**src/rtl/power_pkg.sv**
```systemverilog
// Shared definitions for the power button front end and the power switch FSM.
//   - gesture_state_t : 3-bit gesture classifier state encoding
//   - CLK_HZ_MIN/MAX  : legal system clock range for the power blocks
//   - ms_to_cyc()     : milliseconds to clock cycles at a given clock rate
package power_pkg;

  localparam int unsigned CLK_HZ_MIN = 1000;
  localparam int unsigned CLK_HZ_MAX = 150_000_000;

  typedef enum logic [2:0] {
    ST_IDLE         = 3'd0,
    ST_PRESS        = 3'd1,
    ST_LONG_HELD    = 3'd2,
    ST_WAIT_SECOND  = 3'd3,
    ST_SECOND_PRESS = 3'd4
  } gesture_state_t;

  // Integer kHz first so the product stays inside 32 bits for any legal clock.
  function automatic logic [31:0] ms_to_cyc(input int unsigned clk_hz,
                                            input int unsigned ms);
    return (clk_hz / 1000) * ms;
  endfunction

endpackage

```
**src/rtl/button_debouncer.sv**
```systemverilog
// Two-flop synchroniser plus debounce counter for an active-low pad.
//   clk, rst_n : clock, async active-low reset
//   btn_n      : raw pad, active-low, asynchronous to clk
//   pressed    : debounced level, 1 = pressed
//   rise, fall : one-cycle strobes, coincident with the pressed level change
module button_debouncer
  import power_pkg::*;
#(
  parameter int unsigned CLK_HZ      = 100_000_000,
  parameter int unsigned DEBOUNCE_MS = 20
) (
  input  logic clk,
  input  logic rst_n,
  input  logic btn_n,
  output logic pressed,
  output logic rise,
  output logic fall
);

  localparam logic [31:0] DB_CYC  = ms_to_cyc(CLK_HZ, DEBOUNCE_MS);
  // Flip on the edge where the count would reach DB_CYC, giving 2 + DB_CYC
  // cycles from a stable pad edge to the level change.
  localparam logic [31:0] DB_LAST = (DB_CYC == 32'd0) ? 32'd0 : DB_CYC - 32'd1;

  logic        sync1_n, sync2_n, level_n;
  logic [31:0] cnt;

  always_ff @(posedge clk or negedge rst_n) begin
    if (!rst_n) begin
      sync1_n <= 1'b1;
      sync2_n <= 1'b1;
      level_n <= 1'b1;
      cnt     <= '0;
      rise    <= 1'b0;
      fall    <= 1'b0;
    end else begin
      sync1_n <= btn_n;
      sync2_n <= sync1_n;
      rise    <= 1'b0;
      fall    <= 1'b0;
      if (sync2_n == level_n) begin
        cnt <= '0;
      end else if (cnt == DB_LAST) begin
        cnt     <= '0;
        level_n <= sync2_n;
        rise    <= ~sync2_n;
        fall    <= sync2_n;
      end else begin
        cnt <= cnt + 32'd1;
      end
    end
  end

  assign pressed = ~level_n;

endmodule

```
**src/rtl/power_button_decoder.sv**
```systemverilog
// Power button front end: debounced level for the power switch FSM and
// one-cycle gesture events (short / double / long) for firmware.
//   clk, rst_n   : clock, async active-low reset
//   btn_n        : raw pad, active-low, asynchronous
//   btn_pressed  : debounced level, 1 = pressed
//   short_press  : single click confirmed (gap expired)
//   double_press : second click released
//   long_press   : hold reached LONG_MS
module power_button_decoder
  import power_pkg::*;
#(
  parameter int unsigned CLK_HZ        = 100_000_000,
  parameter int unsigned DEBOUNCE_MS   = 20,
  parameter int unsigned SHORT_MAX_MS  = 1000,
  parameter int unsigned LONG_MS       = 3000,
  parameter int unsigned DOUBLE_GAP_MS = 300
) (
  input  logic clk,
  input  logic rst_n,
  input  logic btn_n,
  output logic btn_pressed,
  output logic short_press,
  output logic double_press,
  output logic long_press
);

  if (CLK_HZ < CLK_HZ_MIN || CLK_HZ > CLK_HZ_MAX) begin : g_bad_clk
    $error("power_button_decoder: CLK_HZ %0d outside legal range", CLK_HZ);
  end
  if (LONG_MS <= SHORT_MAX_MS) begin : g_bad_long
    $error("power_button_decoder: LONG_MS must exceed SHORT_MAX_MS");
  end

  localparam logic [31:0] TICK_LAST = ms_to_cyc(CLK_HZ, 1) - 32'd1;
  localparam logic [15:0] SHORT_C   = 16'(SHORT_MAX_MS);
  localparam logic [15:0] LONG_C    = 16'(LONG_MS);
  localparam logic [15:0] GAP_C     = 16'(DOUBLE_GAP_MS);

  logic db_rise, db_fall;

  button_debouncer #(
    .CLK_HZ      (CLK_HZ),
    .DEBOUNCE_MS (DEBOUNCE_MS)
  ) u_db (
    .clk     (clk),
    .rst_n   (rst_n),
    .btn_n   (btn_n),
    .pressed (btn_pressed),
    .rise    (db_rise),
    .fall    (db_fall)
  );

  // Free-running 1 ms prescaler; not aligned to presses, hence +-1 ms timing.
  logic [31:0] pre;
  logic        tick;
  assign tick = (pre == TICK_LAST);

  always_ff @(posedge clk or negedge rst_n) begin
    if (!rst_n)    pre <= '0;
    else if (tick) pre <= '0;
    else           pre <= pre + 32'd1;
  end

  gesture_state_t state, state_nxt;
  logic [15:0]    ms_cnt, ms_nxt, ms_inc;
  logic           short_nxt, double_nxt, long_nxt;

  assign ms_inc = (ms_cnt == 16'hFFFF) ? ms_cnt : ms_cnt + 16'd1;

  // Thresholds compare the value the tick would store, so an event fires on
  // the tick that brings ms_cnt to its limit. Debounced edges are tested
  // first, so an edge always beats a coincident tick (including a press at
  // the exact cycle the double-click gap runs out).
  always_comb begin
    state_nxt  = state;
    ms_nxt     = ms_cnt;
    short_nxt  = 1'b0;
    double_nxt = 1'b0;
    long_nxt   = 1'b0;
    case (state)
      ST_IDLE: begin
        if (db_rise) begin
          ms_nxt    = '0;
          state_nxt = ST_PRESS;
        end
      end
      ST_PRESS: begin
        if (db_fall) begin
          if (ms_cnt < SHORT_C) begin
            ms_nxt    = '0;
            state_nxt = ST_WAIT_SECOND;
          end else begin
            state_nxt = ST_IDLE;  // too long for a click, too short to be long
          end
        end else if (tick) begin
          if (ms_inc >= LONG_C) begin
            long_nxt  = 1'b1;
            state_nxt = ST_LONG_HELD;
          end else begin
            ms_nxt = ms_inc;
          end
        end
      end
      ST_LONG_HELD: begin
        if (db_fall) state_nxt = ST_IDLE;
      end
      ST_WAIT_SECOND: begin
        if (db_rise) begin
          ms_nxt    = '0;
          state_nxt = ST_SECOND_PRESS;
        end else if (tick) begin
          if (ms_inc >= GAP_C) begin
            short_nxt = 1'b1;
            state_nxt = ST_IDLE;
          end else begin
            ms_nxt = ms_inc;
          end
        end
      end
      ST_SECOND_PRESS: begin
        if (db_fall) begin
          double_nxt = 1'b1;
          state_nxt  = ST_IDLE;
        end else if (tick) begin
          if (ms_inc >= LONG_C) begin
            long_nxt  = 1'b1;       // first click is dropped
            state_nxt = ST_LONG_HELD;
          end else begin
            ms_nxt = ms_inc;
          end
        end
      end
      default: begin
        state_nxt = ST_IDLE;
        ms_nxt    = '0;
      end
    endcase
  end

  always_ff @(posedge clk or negedge rst_n) begin
    if (!rst_n) begin
      state        <= ST_IDLE;
      ms_cnt       <= '0;
      short_press  <= 1'b0;
      double_press <= 1'b0;
      long_press   <= 1'b0;
    end else begin
      state        <= state_nxt;
      ms_cnt       <= ms_nxt;
      short_press  <= short_nxt;
      double_press <= double_nxt;
      long_press   <= long_nxt;
    end
  end

endmodule
```
**config.mk**
```make
export PLATFORM = sky130hd
export DESIGN_NAME = power_button_decoder
export DESIGN_NICKNAME = d
export VERILOG_FILES = /design/src/rtl/power_pkg.sv /design/src/rtl/button_debouncer.sv /design/src/rtl/power_button_decoder.sv
export SDC_FILE = /design/constraint.sdc
export NUM_CORES = 1
export LEC_CHECK = 0
export CAP_MARGIN = 20
export CORE_UTILIZATION = 30
export DETAILED_ROUTE_END_ITERATION = 12
export GPL_ROUTABILITY_DRIVEN = 0
export PLACE_DENSITY = 0.52
export SYNTH_ARGS = -nofsm -noshare
export SYNTH_HDL_FRONTEND = slang
export SYNTH_HIERARCHICAL = 1
export SYNTH_SLANG_ARGS = --single-unit
```
**constraint.sdc**
```tcl
create_clock -name clk -period 3.7 [get_ports clk]
set_clock_uncertainty 0.05 [all_clocks]
set_input_delay 0.74 -clock clk [delete_from_list [all_inputs] [get_ports clk]]
set_output_delay 0.74 -clock clk [all_outputs]
set_load 0.005 [all_outputs]
```
Yosys cells after proc, flatten, opt, wreduce, memory -nomap -nowiden
Cells that the tools add are included.

Register bits: 91. Latch bits: 0. Memory bits (writable): 0. Bits in read-only memories: 0. Input bits: 3. Output and inout bits: 4. Word-level logic and storage cells: 81. Memories kept: 0.

Add/subtract/negate cells: 3. $mul: 0. Div/mod/pow operators: 0. Magnitude comparators: 3. Equality and inequality tests: 15. Shifts and indexed selects: 0. Mux-type cells: 39. Bitwise gates (word level): 4. Reduce and logical (&&, ||, !) cells: 5.

Operators with widths (count): 16-bit two-way mux (10); 32-bit two-way mux (3); 16-bit one-hot mux with 5 select lines (1); 32-bit by 1-bit adder with 32-bit output (second input constant) (2); 32-bit by 17-bit == test with 1-bit output (second input constant) (1); 32-bit by 21-bit == test with 1-bit output (second input constant) (1); 3-bit two-way mux (9); 16-bit by 1-bit adder with 16-bit output (second input constant) (1); 16-bit == test (second input constant) (1); 16-bit by 12-bit >= comparator with 1-bit output (second input constant) (1); 16-bit by 9-bit >= comparator with 1-bit output (second input constant) (1); 16-bit by 10-bit < comparator with 1-bit output (second input constant) (1); 3-bit one-hot mux with 5 select lines (1); 1-bit two-way mux (14); 3-bit by 2-bit inequality test with 1-bit output (second input constant) (3); 3-bit by 2-bit == test with 1-bit output (second input constant) (2); 6-bit AND reduction (1); 2-bit by 1-bit inequality test with 1-bit output (second input constant) (2); 1-bit NOT (4); 4-bit AND reduction (1); 3-bit by 1-bit == test with 1-bit output (second input constant) (1); 3-bit == test (second input constant) (1); 3-bit zero test (1); 3-bit inequality test (second input constant) (1); other kinds (5) (5).

Logic depth before layout (Yosys ltp)
Gate-level depths: netlist (run 1).

Depth after elaboration: 7. Mapped depth: 11. Mapped depth without buffers: 9.

Modules after synthesis
Netlist (run 1), hierarchy kept.

By module, submodules not included: power_button_decoder (instances 1, cells an instance 340, area each 3206.8 sq um, seq. area each 1351.3 sq um); button_debouncer (instances 1, cells an instance 202, area each 1906.8 sq um, seq. area each 929.6 sq um).

Worst setup path after synthesis (run 1)
No wires, ideal clock.

Path kind: reg2reg. From: register ms_cnt[0]. To: register ms_cnt[3]. Library setup time: 121 ps. Arrival time: 2543 ps. Required time: 3529 ps. Path slack: 986 ps. Stages on the path, launching flop included: 12. Path buffers: 2. Clock period less this slack: 2714 ps. Cell sequence: dfrtp_1 ha_1 nand4_1 or4_1 buf_2 nand3_2 a2bb2oi_2 o41ai_2 and2b_2 o21ai_2 buf_6 o22a_1.

Longest elaborated chain between the ends: 7. Elaborated cells between the ends (all ways): 17. Those cells by class: 1 x add/sub; 3 x order compare; 3 x eq/ne; 9 x mux; 1 x reduce/logical.

Ends and longest elaborated chain: from (decl) (RTL line power_button_decoder.sv:65) `logic [15:0] ms_cnt, ms_nxt, ms_inc;`; from (signal assigned) (RTL line power_button_decoder.sv:149) `ms_cnt <= ms_nxt;`; 16-bit by 1-bit adder with 16-bit output or 16-bit == test (tied branches) (RTL line power_button_decoder.sv:68) `assign ms_inc = (ms_cnt == 16'hFFFF) ? ms_cnt : ms_cnt + 16'd1;`; 16-bit two-way mux (RTL line power_button_decoder.sv:68); 16-bit by 12-bit >= comparator with 1-bit output (RTL line power_button_decoder.sv:96, power_button_decoder.sv:125); 16-bit two-way mux (RTL line power_button_decoder.sv:96, power_button_decoder.sv:125); 16-bit two-way mux (RTL line power_button_decoder.sv:95) `end else if (tick) begin`; 16-bit two-way mux (on tied branches) (RTL line power_button_decoder.sv:121, power_button_decoder.sv:88); 16-bit one-hot mux with 5 select lines (RTL line power_button_decoder.sv:80) `case (state)`.

Several ways; a longest one is shown, not always the timed one. The select of a mux whose other input is x is not followed. A chain may end at the register's enable or synchronous reset.

Final worst setup path (run 1)
From: register ms_cnt[0]. To: register ms_cnt[4].

The elaborated chain is that of the path after synthesis.

==> results of run 1 <==
## report_power, final
part	switching (mW)	leakage, nW	internal (mW)
clock network	0.408	0.154	0.549
logic	0.0270	0.770	0.00573
registers	0.00357	1.24	0.999
total	0.438	2.17	1.55
## cell type report
class	count	area (um2)	area share, %
Inverter	18	67.6	1.19
Tap cell	220	275	4.83
Timing Repair Buffer	10	87.6	1.54
Clock inverter	6	70.1	1.23
Clock buffer	10	239	4.20
Sequential cell	91	2280	40.0
Multi-Input combinational cell	413	2680	47.0
## through the flow
step                utilization [%]  hold slack, ns  power (mW)  setup WS, ns  area (um2)
floorplan                         -           0.295        1.03         0.986        5110
finish                         34.2           0.305        1.99         0.340        5700
CTS                            34.2           0.306        2.03         0.250        5690
global placement               32.3           0.297        1.06         0.348        5380
global route                   34.2           0.308        2.07        0.0317        5700
detailed placement             32.3           0.297        1.06         0.253        5380
## layer usage
layer	vias up	track usage (%)
met5	-	0
met4	0	5.94
met3	20	3.14
met2	90	21.4
met1	1966	17.7
li1	1959	-
## state kept, by name (all words and copies together) (netlist names)
| register | flops |
|---|---|
| short_press | 1 |
| pre | 32 |
| state | 3 |
| u_db/sync1_n | 1 |
| ms_cnt | 16 |
| long_press | 1 |
| u_db/sync2_n | 1 |
| u_db/rise | 1 |
| u_db/level_n | 1 |
| u_db/fall | 1 |
| double_press | 1 |
| u_db/cnt | 32 |
## placed cells by master (no fill, tap or decap), types with 7 or more instances in the layout
cell type,Yosys,final
and3_1,7,7
o21ai_0,15,15
xnor2_1,46,46
clkbuf_16,0,9
nand4_1,17,17
nor3_1,15,15
nand3_1,35,35
nor2_1,74,74
a21oi_1,7,7
inv_1,18,18
or3_1,8,8
nand2b_1,8,8
xor2_1,15,15
nand2_1,37,37
dfrtp_1,88,88
nor4_1,20,20
and4_1,7,7
## repair_timing
action / CTS / global route
hold buffers: 0 / 0
endpoints found under the setup margin: 0 / 1
resized for setup: 0 / 1
setup buffers: 0 / 0
## worst max-delay path, stage by stage, from the launching register on
cell and delay, ns:
dfrtp_1 0.47, ha_1 0.41, nand4_1 0.34, nor4_1 0.56, o21ai_2 0.14, nor4b_2 0.38
a211oi_2 0.19, a41oi_1 0.28, nor4bb_1 0.08, a311o_1 0.33
## final timing paths
kind | start | slack (ns) | end
setup / recovery | ms_cnt[0] | 0.34 | ms_cnt[4]
hold / removal | u_db/sync1_n | 0.31 | u_db/sync2_n
setup reg to reg | ms_cnt[0] | 0.34 | ms_cnt[4]
hold reg to reg | u_db/sync1_n | 0.31 | u_db/sync2_n
max in group asynchronous | rst_n | 2.32 | pre[5]
min in group asynchronous | rst_n | 0.47 | ms_cnt[3]
## logic make-up (layout without fill, tap and decap cells)
| kind of cell | count (synthesis) | count (layout) | share of synthesized area, % |
|---|---|---|---|
| AO/OA/AOI/OAI | 71 | 71 | 10.4 |
| XOR/XNOR | 61 | 61 | 10.4 |
| adder cells (fa/ha/maj) | 3 | 3 | 0.734 |
| buffers and inverters | 38 | 44 | 3.16 |
| flip-flops | 91 | 91 | 44.6 |
| multiplexers | 4 | 4 | 0.783 |
| AND/OR/NAND/NOR | 274 | 274 | 29.9 |
==> out/qor.csv, run 1 <==
metric,value,unit
status,completed,
CP endpoint kind,flip-flop,
Syn-to-layout area delta,11.4,%
initial antenna violation count,0,
DRC,0,
wire length on met1,5.37,mm
"Reg clk slew, reported paths",0.06,ns
met3 wire length,370,um
LEAKAGE,2.17,nW
htree depth,3,
GRT Overall Usage,13.5,%
DP HPWL,7.70,mm
post-synth top area cell,dfrtp_1,
Max Clk Rate,0.298,GHz
final setup violating endpoints,0,
Core Area,0.0166,mm2
Yosys reg bits,91,
die width,133,um
via/cell ratio,5.25,
Mapped Nets,548,
I/O pin total,7,
CTS tree,yes,
reg2reg path depth,9,
number of synthesized flops with an enable pin,0,
Worst Hold Class,flip-flop to flip-flop,
filler cell count,1691,
"Seq/Total Area, Yosys",44.6,%
PwrDens,350,mW/mm2
DRT iter0 DRCs,270,
prevailing post-synth register cell,dfrtp_1,
Startpoint Class,flip-flop,
worst hold path cell count,0,
worst endpoint required time,3.88,ns
max-cap violation count,0,
top-area cell type share of the netlist area,43.1,%
pin count of the biggest net entering global routing,77,
Antenna Cells,0,
Initial Util,30.7,%
most used standard cell by instance count after synthesis,dfrtp_1,
Synth top cells by count,"dfrtp_1, nor2_1, xnor2_1",
setup TNS,0,ns
"antenna viol nets, final",0,
"Max FO, Critical Path",11,
total die area,0.0176,mm2
Synth cell types,70,
DRT Pass-1 Iters,5,
first-pass GRT wire length,19.5,mm
gr ovfl total,0,
Mean Syn Cell Area,9.43,um2
synth top area cells,"dfrtp_1, xnor2_1, nor2_1",
wire length per cell,14.5,um
Worst EP arrival,3.54,ns
top sig layer,met4,
Final Non-Filler Cells,768,
fin crit period,3.36,ns
Gate Count Post-Synth,542,
PortBufs,6,
ys async rst share,100,%
share of cells above drive strength 1,9.85,%
Slew Limit Headroom,34.6,%
final WL,11.1,mm
# clock sinks,91,
peak supply drop,203,uV
Yosys Warn Count,6,
placed cells,752,
Rows,47,
Synth Cell Area,0.00511,mm2
vias in the first global route,4011,
CTS root buf,clkbuf_16,
Least-Margin Pin Slew,0.980,ns
TritonCTS buffer count,9,
Die Height,133,um
Fin. Hold Viols,0,
post-route clock period utilization,90.8,%
clk buf depth,2,
met2 wire length,5.19,mm
RSZ-0062 raised after global routing,no,
critical path type,flip-flop to flip-flop,
worst skew pair latency,0.35,ns
routed vias,4035,
nets@finish,549,
"Slew Viols, Final",0,
No activity file was read; power rests on OpenSTA's default activity.
==> run 2: changes to the inputs <==
CORE_MARGIN = 2   (was default)
CORE_UTILIZATION = 63   (was 30)
PLACE_DENSITY = 0.88   (was 0.52)
clock period = 3.3 ns   (was 3.7 ns; I/O delays follow)
==> run 2 against run 1 <==
Against the previous run: register-to-register slack lost 0.20 ns; routed wire length shrank 1.9%; global-route usage increased by 13 points; hold slack got worse by 0.012 ns; via count grew 2.8%; sequential share of layout area is 1.6 points higher; critical path depth did not move; first-iteration DRC count decreased by 30%; sequential cell count stayed put; cell count fell by 15%; die area shrank 50%; critical path type unchanged; largest cell class unchanged; largest power group unchanged.
==> out/qor.csv, run 2 (synthesis gave the netlist of run 1 again) <==
metric,value,unit,change
status,completed,,unchanged
wire length on met1,4.89,mm,was 5.37 mm
Worst EP arrival,3.34,ns,was 3.54 ns
Fin. Hold Viols,0,,unchanged
Rows,32,,was 47
fin crit period,3.16,ns,was 3.36 ns
CP max-delay cell,dfrtp_1,,was nor4_1
die width,94.1,um,was 133 um
"Max FO, Critical Path",8,,was 11
Worst Hold Class,input port to asynchronous set/reset pin,,was flip-flop to flip-flop
# clock sinks,91,,unchanged
Initial Util,65.5,%,was 30.7%
share of cells above drive strength 1,10.1,%,was 9.85%
I/O pin total,7,,unchanged
pin count of the biggest net entering global routing,57,,was 77
PortBufs,6,,unchanged
Least-Margin Pin Slew,0.677,ns,was 0.980 ns
"most common cell after layout, fill and taps aside",dfrtp_1,,unchanged
htree depth,3,,unchanged
final setup violating endpoints,0,,unchanged
wire length per cell,16.7,um,was 14.5 um
PwrDens,359,mW/mm2,was 350 mW/mm2
initial antenna violation count,0,,unchanged
nets@finish,553,,was 549
CTS root buf,clkbuf_8,,was clkbuf_16
DRT Pass-1 Iters,5,,unchanged
peak supply drop,252,uV,was 203 uV
most frequent cells in the layout,"dfrtp_1, nor2_1, xnor2_1",,unchanged
r2r endpoint,long_press,,was ms_cnt[4]
reg2reg setup slack,0.14,ns,was 0.34 ns
CTS tree,yes,,unchanged
reg2reg start,ms_cnt[0],,unchanged
Core Area,0.00781,mm2,was 0.0166 mm2
DRC,0,,unchanged
post-CTS sizing,0,,unchanged
max-cap violation count,0,,unchanged
worst endpoint required time,3.48,ns,was 3.88 ns
clk buf depth,2,,unchanged
"slowest stage delay, CP",0.52,ns,was 0.56 ns
LEAKAGE,2.13,nW,was 2.17 nW
top sig layer,met4,,unchanged
setup TNS,0,ns,unchanged
critical-path cell list,ha_1 -> nand4_1 -> buf_4 -> nor4_1 -> o21ai_2 -> nor4b_2 -> a21oi_1 -> or3_1 -> a211oi_1,,was ha_1 -> nand4_1 -> nor4_1 -> o21ai_2 -> nor4b_2 -> a211oi_2 -> a41oi_1 -> nor4bb_1 -> a311o_1
setup bufs post-CTS,0,,unchanged
GRT Overall Usage,26.6,%,was 13.5%
met2 wire length,5.31,mm,was 5.19 mm
RSZ-0062 raised after global routing,no,,unchanged
Antenna Cells,0,,unchanged
vias in the first global route,4059,,was 4011
Max Clk Rate,0.317,GHz,was 0.298 GHz
FF+latch area,0.00228,mm2,about the same
worst skew pair latency,0.35,ns,about the same
leading registers by flop count,"pre x32, u_db/cnt x32, ms_cnt x16",,unchanged
Die Height,94.1,um,was 133 um
post-route clock period utilization,95.7,%,was 90.8%
critical path type,flip-flop to flip-flop,,unchanged
"Reg clk slew, reported paths",0.09,ns,was 0.06 ns
CP endpoint kind,flip-flop,,unchanged
Slew Limit Headroom,54.9,%,was 34.6%
# hold bufs at CTS,0,,unchanged
reg2reg path depth,9,,unchanged
routed vias,4147,,was 4035
DRT iter0 DRCs,190,,was 270
filler cell count,599,,was 1691
WHS,0.293,ns,was 0.305 ns
total die area,0.00885,mm2,was 0.0176 mm2
Syn-to-layout area delta,7.12,%,was 11.4%
area occupied by multi-input gates,0.00267,mm2,was 0.00268 mm2
met3 wire length,525,um,was 370 um
"antenna viol nets, final",0,,unchanged
Startpoint Class,flip-flop,,unchanged
TritonCTS buffer count,9,,unchanged
first-pass GRT wire length,18.7,mm,was 19.5 mm
DP HPWL,7.58,mm,was 7.70 mm
final WL,10.9,mm,was 11.1 mm
gr ovfl total,0,,unchanged
via/cell ratio,6.34,,was 5.25
"Slew Viols, Final",0,,unchanged
==> run 2: critical path: cells and delay by family (launching register included) <==
family / cells / cell delay (ns)
simple gates: 4 / 1.34
compound gates: 3 / 0.67
flops: 1 / 0.52
fa+ha+maj: 1 / 0.27
buf+inv: 1 / 0.19
==> run 2: metal layers <==
metal	track usage (%)	vias to the layer above
met2	45.2	135
met5	0	-
met1	34.9	2015
met3	4.01	29
met4	8.70	0
li1	-	1968
==> run 2: worst max path at each step <==
| stage | endpoint | startpoint | slack, ns |
|---|---|---|---|
| after floorplan | ms_cnt[3] | ms_cnt[0] | 0.59 |
| after global routing | long_press | ms_cnt[0] | 0.007 |
| final | long_press | ms_cnt[0] | 0.14 |
| after detailed placement | ms_cnt[2] | ms_cnt[3] | 0.27 |
| after global placement | ms_cnt[2] | ms_cnt[2] | 0.35 |
| after CTS | ms_cnt[2] | ms_cnt[0] | 0.21 |
==> run 2: area by class of cell <==
cell class,instances,area share (%)
multi-input combinational,413,48.8
sequential,91,41.7
clock buffer,12,2.47
tap,102,2.33
timing repair buffer,14,2.15
clock inverter,4,1.37
inverter,18,1.23
==> run 2: where the power goes <==
part	switching [mW]	internal (mW)	leakage [nW]
registers	0.00383	1.12	1.24
logic	0.0296	0.00715	0.790
clock network	0.377	0.428	0.0968
==> run 2: through the flow <==
stage               worst slack [ns]  power (mW)  area (um2)  instances  utilization, %
floorplan                      0.586        1.16        5110        542               -
global placement               0.354        1.18        5270        638            67.4
detailed placement             0.272        1.18        5270        638            67.4
CTS                            0.214        1.98        5480        654            70.1
global route                 0.00737        2.05        5480        654            70.2
finish                         0.142        1.96        5480        654            70.2
==> run 3: changes to the inputs <==
CAP_MARGIN = default   (was 20)
GPL_ROUTABILITY_DRIVEN = default   (was 0)
SLEW_MARGIN = 20   (was default)
==> run 3 against run 2 <==
Against the previous run: register-to-register slack improved by 0.03 ns; hold slack got worse by 0.036 ns; power fell by 4.2%; worst setup slack improved by 0.026 ns; combinational power barely moved; clock power fell by 10%; highest routed layer unchanged.
==> out/qor.csv, run 3 (synthesis gave the netlist of run 1 again) <==
metric,value,unit,change
status,completed,,unchanged
Fin. Hold Viols,0,,unchanged
PortBufs,6,,unchanged
DP HPWL,7.55,mm,was 7.58 mm
clk buf depth,2,,unchanged
Worst Hold Class,input port to asynchronous set/reset pin,,unchanged
"antenna viol nets, final",0,,unchanged
placed cells,640,,was 638
peak supply drop,241,uV,was 252 uV
final setup violating endpoints,0,,unchanged
Core Area,0.00781,mm2,unchanged
Rows,32,,unchanged
PwrDens,343,mW/mm2,was 359 mW/mm2
max-cap violation count,0,,unchanged
initial antenna violation count,0,,unchanged
RSZ-0062 raised after global routing,no,,unchanged
# clock sinks,91,,unchanged
gr ovfl total,0,,unchanged
Slew Limit Headroom,57.1,%,was 54.9%
fin crit period,3.13,ns,was 3.16 ns
setup TNS,0,ns,unchanged
DRT iter0 DRCs,278,,was 190
DRC,0,,unchanged
DRT Pass-1 Iters,5,,unchanged
first-pass GRT wire length,19.0,mm,was 18.7 mm
most frequent cells in the layout,"dfrtp_1, nor2_1, xnor2_1",,unchanged
I/O pin total,7,,unchanged
die width,94.1,um,unchanged
filler cell count,577,,was 599
nets@finish,555,,was 553
"most common cell after layout, fill and taps aside",dfrtp_1,,unchanged
critical path type,flip-flop to flip-flop,,unchanged
TritonCTS buffer count,9,,unchanged
post-route clock period utilization,94.9,%,was 95.7%
wire length per cell,16.5,um,was 16.7 um
total die area,0.00885,mm2,unchanged
Startpoint Class,flip-flop,,unchanged
vias in the first global route,4017,,was 4059
share of cells above drive strength 1,10.8,%,was 10.1%
"Reg clk slew, reported paths",0.09,ns,about the same
"Slew Viols, Final",0,,unchanged
Antenna Cells,0,,unchanged
Initial Util,65.5,%,unchanged
Worst EP arrival,3.33,ns,was 3.34 ns
final WL,10.8,mm,was 10.9 mm
pin count of the biggest net entering global routing,53,,was 57
WHS,0.257,ns,was 0.293 ns
routed vias,4168,,was 4147
CTS tree,yes,,unchanged
GRT Overall Usage,26.9,%,was 26.6%
leading registers by flop count,"pre x32, u_db/cnt x32, ms_cnt x16",,unchanged
"Max FO, Critical Path",11,,was 8
Final Non-Filler Cells,656,,was 654
total power draw,1.88,mW,was 1.96 mW
Syn-to-layout area delta,7.41,%,was 7.12%
worst skew pair latency,0.35,ns,about the same
LEAKAGE,2.13,nW,about the same
placer congestion estimate,0.985,,
Die Height,94.1,um,unchanged
Least-Margin Pin Slew,0.643,ns,was 0.677 ns
via/cell ratio,6.35,,was 6.34
CTS root buf,clkbuf_8,,unchanged
reg2reg path depth,9,,unchanged
Max Clk Rate,0.319,GHz,was 0.317 GHz
htree depth,3,,unchanged
worst endpoint required time,3.50,ns,was 3.48 ns
CP endpoint kind,flip-flop,,unchanged
run 3: changes by cell type in the layout (fill, tap and decap cells not counted), sizes merged:
cell      previous run  this run
buf                  9        11
bufinv               2         0
clkbuf              12        13
clkinvlp             2         3
run 3: repair_timing:
| item | CTS | global route |
|---|---|---|
| hold buffers | 0 | 0 |
| buffers inserted | 0 | 0 |
| setup endpoints to repair | 0 | 9 |
| resized for setup | 0 | 2 |
run 3: worst paths after layout:
kind                               from            to  slack [ns]
hold / removal                    rst_n    long_press        0.26
min in group clk           u_db/sync1_n  u_db/sync2_n        0.31
max in group asynchronous         rst_n  u_db/level_n        2.11
setup reg to reg              ms_cnt[0]     ms_cnt[2]        0.17
setup / recovery              ms_cnt[0]     ms_cnt[2]        0.17
hold reg to reg            u_db/sync1_n  u_db/sync2_n        0.31
run 3: worst max-delay path, cell delays in order (launching register included):
cell and delay, ns:
dfrtp_1 0.49, ha_1 0.22, nand4_1 0.29, or4_1 0.63, nand3_2 0.13, a2bb2oi_2 0.08, o41ai_2 0.34, and2b_2 0.26
o21ai_2 0.18, a211o_1 0.34
run 3: power breakdown:
| part | leakage [nW] | internal [mW] | switching [mW] |
|---|---|---|---|
| clock network | 0.0879 | 0.336 | 0.385 |
| logic | 0.802 | 0.00717 | 0.0298 |
| registers | 1.24 | 1.12 | 0.00412 |
run 3: per-layer routing:
metal	vias to the layer above	routed length, um	track usage [%]
met1	2043	4930	37.1
met5	-	0	0
met4	0	156	9.78
met2	135	5210	43.6
li1	1973	-	-
met3	17	552	3.69
run 3: through the flow:
stage / setup WS, ns / instance area [um2] / utilization, %
after floorplan: 0.586 / 5110 / -
final: 0.168 / 5490 / 70.4
after detailed placement: 0.132 / 5290 / 67.8
after global routing: 0.00351 / 5490 / 70.4
after global placement: 0.182 / 5290 / 67.8
after CTS: 0.0692 / 5480 / 70.2
run 3: layout make-up:
| cell class | count | area [um2] | area share (%) |
|---|---|---|---|
| Multi-Input combinational cell | 413 | 2680 | 48.8 |
| Inverter | 18 | 67.6 | 1.23 |
| Clock inverter | 3 | 22.5 | 0.410 |
| Sequential cell | 91 | 2280 | 41.5 |
| Clock buffer | 13 | 169 | 3.08 |
| Timing Repair Buffer | 16 | 145 | 2.64 |
| Tap cell | 102 | 128 | 2.32 |
